File: config.mk
export PLATFORM = sky130hd
export DESIGN_NAME = dec_4to16_seq
export DESIGN_NICKNAME = d
export VERILOG_FILES = /design/src/rtl/dec_4to16_seq.sv
export SDC_FILE = /design/constraint.sdc
export NUM_CORES = 1
export LEC_CHECK = 0
export ABC_AREA = 1
export CAP_MARGIN = 20
export CORE_ASPECT_RATIO = 1.1
export CORE_MARGIN = 4
export CORE_UTILIZATION = 50
export CTS_BUF_LIST = sky130_fd_sc_hd__clkbuf_2
export DETAILED_ROUTE_END_ITERATION = 10
export MAX_ROUTING_LAYER = met4
export PLACE_DENSITY = 0.81
export SLEW_MARGIN = 20
export SYNTH_ARGS = -nofsm -noshare
export SYNTH_HDL_FRONTEND = slang
export SYNTH_SLANG_ARGS = --single-unit
File: constraint.sdc
create_clock -name clk -period 1.5 [get_ports clk]
set_clock_uncertainty 0.05 [all_clocks]
set_input_delay 0.3 -clock clk [delete_from_list [all_inputs] [get_ports clk]]
set_output_delay 0.3 -clock clk [all_outputs]
set_load 0.05 [all_outputs]
File: src/rtl/dec_4to16_seq.sv
// Sequenced 4-to-16 decoder.
//
// Accepts one request (bit index + hold length) at a time and drives a registered
// one-hot code on Y for the requested number of cycles. After the hold expires the
// block spends one GAP cycle with Y=0 and a done pulse, then returns to IDLE.
//
// Parameters:
//   HOLD_W    width of the hold-length field (max hold 2^HOLD_W-1 cycles)
// Ports:
//   clk       clock, rising edge
//   rst       asynchronous active-high reset
//   in_valid  request fields are valid
//   in_ready  request is accepted this cycle (only high in IDLE)
//   in_idx    bit index to decode
//   in_len    hold length in cycles; 0 is treated as 1
//   sweep     (DEC_SWEEP_EN only) walk the index up to 15, one hold per code
//   Y         registered one-hot decode, or all zero
//   busy      high whenever not IDLE
//   done      one-cycle pulse in the GAP cycle ending a request
//
// Optional feature: define DEC_SWEEP_EN to add the sweep input and its logic.
module dec_4to16_seq #(
  parameter int unsigned HOLD_W = 4
) (
  input  logic              clk,
  input  logic              rst,
  input  logic              in_valid,
  output logic              in_ready,
  input  logic [3:0]        in_idx,
  input  logic [HOLD_W-1:0] in_len,
`ifdef DEC_SWEEP_EN
  input  logic              sweep,
`endif
  output logic [15:0]       Y,
  output logic              busy,
  output logic              done
);

  typedef enum logic [1:0] {
    StIdle  = 2'd0,
    StDrive = 2'd1,
    StGap   = 2'd2
  } state_e;

  localparam logic [HOLD_W-1:0] HoldOne = HOLD_W'(1);

  state_e            state_q, state_d;
  logic [3:0]        idx_q, idx_d;
  logic [HOLD_W-1:0] len_q, len_d;   // effective hold, never zero once loaded
  logic [HOLD_W-1:0] cnt_q, cnt_d;   // cycles of the current code still to hold
  logic [15:0]       y_q, y_d;
  logic              busy_q, busy_d;
  logic              done_q, done_d;
  logic              ready_q, ready_d;

  logic              accept;
  logic [HOLD_W-1:0] len_eff;
  logic              sweep_active;

`ifdef DEC_SWEEP_EN
  logic sweep_q, sweep_d;
  assign sweep_active = sweep_q;
`else
  assign sweep_active = 1'b0;
`endif

  // ready_q is only ever high while in IDLE, so it alone qualifies acceptance.
  assign accept  = in_valid && ready_q;
  assign len_eff = (in_len == '0) ? HoldOne : in_len;

  always_comb begin
    state_d = state_q;
    idx_d   = idx_q;
    len_d   = len_q;
    cnt_d   = cnt_q;
`ifdef DEC_SWEEP_EN
    sweep_d = sweep_q;
`endif

    unique case (state_q)
      StIdle: begin
        if (accept) begin
          idx_d   = in_idx;
          len_d   = len_eff;
          cnt_d   = len_eff;
          state_d = StDrive;
`ifdef DEC_SWEEP_EN
          sweep_d = sweep;
`endif
        end
      end
      StDrive: begin
        if (cnt_q == HoldOne) begin
          if (sweep_active && (idx_q != 4'hF)) begin
            // Move straight to the next code with no zero cycle in between.
            idx_d = idx_q + 4'd1;
            cnt_d = len_q;
          end else begin
            cnt_d   = '0;
            state_d = StGap;
          end
        end else begin
          cnt_d = cnt_q - HoldOne;
        end
      end
      StGap: begin
        state_d = StIdle;
      end
      default: begin
        state_d = StIdle;
      end
    endcase

    // Outputs are computed from the next state so they are registered with it.
    y_d     = (state_d == StDrive) ? (16'd1 << idx_d) : 16'd0;
    busy_d  = (state_d != StIdle);
    done_d  = (state_d == StGap);
    ready_d = (state_d == StIdle);
  end

  always_ff @(posedge clk or posedge rst) begin
    if (rst) begin
      state_q <= StIdle;
      idx_q   <= '0;
      len_q   <= '0;
      cnt_q   <= '0;
      y_q     <= '0;
      busy_q  <= 1'b0;
      done_q  <= 1'b0;
      ready_q <= 1'b0;
`ifdef DEC_SWEEP_EN
      sweep_q <= 1'b0;
`endif
    end else begin
      state_q <= state_d;
      idx_q   <= idx_d;
      len_q   <= len_d;
      cnt_q   <= cnt_d;
      y_q     <= y_d;
      busy_q  <= busy_d;
      done_q  <= done_d;
      ready_q <= ready_d;
`ifdef DEC_SWEEP_EN
      sweep_q <= sweep_d;
`endif
    end
  end

  assign Y        = y_q;
  assign busy     = busy_q;
  assign done     = done_q;
  assign in_ready = ready_q;

endmodule

==> results.json, run 1 <==
{
  "setup-violations-final": 0,
  "cts-root-buf": "clkbuf_2",
  "p_sw_uw": 1770,
  "crit_arrival_ps": 1680,
  "track_usage_pct": 21.2,
  "cts_buffers": 5,
  "swShare_pct": 45.9,
  "worst_r2r_path_depth": 7,
  "placed_area_um2": 1800,
  "cts_resized": 0,
  "cp_common_cell": "nand2_1",
  "initial_core_util_pct": 53.4,
  "nFillCells": 138,
  "synth_seq_cells": 29,
  "first_global_vias": 1080,
  "r2r_start": "cnt_q[1]$_DFFE_PP0P_",
  "drtIter0Drc": 52,
  "yosysUniqueCellTypes": 17,
  "powerDensity_nw_per_um2": 2050,
  "combPwrFrac_pct": 58.8,
  "max_stage_delay_ps": 390,
  "routed_wirelength_um": 3180,
  "maxCapViolCount": 0,
  "cp-end-kind": "flop",
  "cp_max_fo": 8,
  "netlist_area_um2": 1230,
  "yosysSeqAreaShare_pct": 59.1,
  "critPathSlowestCell": "dfrtp_1",
  "wl_per_cell_um": 15.0,
  "vias": 1103,
  "die_h_um": 60.0,
  "outcome": "completed",
  "fin_total_pwr_uw": 3850,
  "cp_cell_sequence": "inv_1, ha_1, nand2_1, nand2_1, nand2_4, nand2_2, nor2_1",
  "syn_inst": 132,
  "drive_gt1_share_pct": 29.7,
  "die-area_um2": 3310,
  "place.gp.congestion": 0.859,
  "viasPerCell": 5.20,
  "dr.pass1.iters": 4,
  "grt_pass1_wl_um": 5000,
  "relSlewSlack_pct": 76.4,
  "synth_top_area_cell": "dfrtp_1",
  "p_seq_share_pct": 31.2,
  "fin_nets": 194,
  "hold_ws_ps": 226,
  "place_inst": 199,
  "hold_viol": 0,
  "power_frac_clock_pct": 10.0,
  "htreeDepth": 2,
  "rows": 18,
  "synth_commonest_cells": "29 x dfrtp_1, 27 x nand2_1, 23 x nor2_1, 15 x inv_1, 14 x nand3_1",
  "grt_max_degree": 30,
  "ys.flop_type": "dfrtp_1",
  "startpoint": "cnt_q[1]$_DFFE_PP0P_",
  "syn_to_final_growth_pct": 53.1,
  "synth_fp_nets": 145,
  "io-pin-count": 30,
  "regToRegSetupSlack_ps": 70,
  "syn_avg_cell_area_um2": 9.30,
  "diodes": 0,
  "fin_area_um2": 1880,
  "slew_viol_final": 0,
  "yosysWarnings": 0,
  "synth.top_cell.area_share_pct": 59.1,
  "max_freq_ghz": 0.702,
  "synth_area_leaders": "dfrtp_1 59%, nand2_1 8.3%, nor2_1 7.0%",
  "hpwl_um": 2280,
  "vdd_drop_max_mv": 1.57,
  "path_clk_slew_ps": 150,
  "ant_nets": 0,
  "required_ps": 1760,
  "cts_tree": "built",
  "hp-class": "in -> async",
  "setup_tns_ps": 0,
  "die_w_um": 55.2,
  "r2r-end": "Y[12]$_DFF_PP0_",
  "rsz0062_at_grt": "yes",
  "tightestPinTransition_ps": 354,
  "ys_async_sr_fraction_pct": 100,
  "drc": 0,
  "synth_most_common_cell": "dfrtp_1",
  "startpoint_type": "flop",
  "period_share_pct": 95.0,
  "layout.cells.non_filler": 212,
  "port_buffers": 29,
  "cts_buffer_depth": 2,
  "grt_antenna_before_repair": 0,
  "core_um2": 2300,
  "internal_power_uw": 2090,
  "clock-sinks": 29,
  "period_needed_ps": 1430,
  "gr-total-overflow": 0,
  "synth_edf_count": 0,
  "clk_latency_ps": 370,
  "crit_type": "reg -> reg",
  "leakage_uw": 0.000959
}
flip-flops by register name, indices dropped and copies added (netlist names):
signal    flops
in_ready      1
idx_q         4
cnt_q         4
Y            16
done          1
state_q       2
busy          1
layer usage:
| layer | up-vias | global-route usage, % | share of wire (%) |
|---|---|---|---|
| li1 | 505 | - | - |
| met1 | 534 | 21.5 | 37 |
| met2 | 49 | 35.1 | 51 |
| met3 | 15 | 9.29 | 7.4 |
| met4 | 0 | 11.1 | 3.9 |
| met5 | - | - | 0 |
per-stage QoR:
stage	worst slack (ps)	util [%]
3_3_place_gp	-120	78.5
4_1_cts	45.7	80.2
5_1_grt	-17.0	81.8
6_report	74.9	81.8
3_5_place_dp	-210	78.5
2_1_floorplan	119	-
cells in the final DEF (no fill, tap or decap):
cell / count
a21oi_1: 2
buf_12: 19
buf_4: 14
clkbuf_2: 7
clkdlybuf4s50_1: 10
clkinv_1: 1
dfrtp_1: 28
dfrtp_2: 1
ha_1: 2
inv_1: 15
inv_2: 1
nand2_1: 27
nand2_2: 9
nand2_4: 1
nand3_1: 14
nand3_4: 1
nand3b_1: 2
nor2_1: 23
nor2_4: 1
o211ai_1: 1
o21ai_0: 2
xor2_1: 1
cells by family (layout without fill, tap and decap cells):
kind of cell / count (synthesis) / count (layout) / synth area share (%)
fa+ha+maj: 2 / 2 / 2.04
flops: 29 / 29 / 59.1
simple gates: 78 / 78 / 30.1
xor+xnor: 1 / 1 / 0.714
compound gates: 5 / 5 / 2.24
buf+inv: 17 / 67 / 5.81
critical path, delay by kind of cell (launching register included):
family	cells	cell delay, ps
fa+ha+maj	1	190
flops	1	390
buf+inv	1	80
simple gates	5	660
cell type report:
type	instances	area, um2	area share, %
Timing Repair Buffer	43	586	31.2
Sequential cell	29	727	38.7
Multi-Input combinational cell	86	430	22.9
Tap cell	30	37.5	2.00
Inverter	16	60.1	3.20
Clock buffer	7	35.0	1.86
Clock inverter	1	3.75	0.200
how the worst max path moves through the flow:
stage                                 end  slack [ps]  depth (start not counted)
after floorplan           Y[12]$_DFF_PP0_         120                          8
after global placement     Y[8]$_DFF_PP0_        -120                          9
after detailed placement   Y[1]$_DFF_PP0_        -210                          9
after CTS                  Y[7]$_DFF_PP0_          50                          7
after global routing      Y[12]$_DFF_PP0_         -20                          7
final                     Y[12]$_DFF_PP0_          70                          7
power groups by stage:
stage	registers (uW)	logic (uW)	clock network, uW
5_1_grt	1230	2430	441
3_5_place_dp	1230	2100	0
3_3_place_gp	1210	1990	0
2_1_floorplan	1530	878	0
6_report	1200	2270	384
4_1_cts	1220	2110	391
what timing repair did:
action | CTS | global route
setup buffers | 0 | 5
hold buffers | 0 | 0
endpoints found under the setup margin | 0 | 16
Note: power is estimated with default switching activity, not from simulation.
==> run 2, diff against run 1 <==
--- a/config.mk
+++ b/config.mk
@@ -11,6 +11,7 @@
 export CORE_MARGIN = 4
 export CORE_UTILIZATION = 50
 export CTS_BUF_LIST = sky130_fd_sc_hd__clkbuf_2
+export CTS_CLUSTER_SIZE = 20
 export DETAILED_ROUTE_END_ITERATION = 10
 export MAX_ROUTING_LAYER = met4
 export PLACE_DENSITY = 0.81
==> results of run 2 <==
Final layout, timing and power as in run 1 (identical DEF).
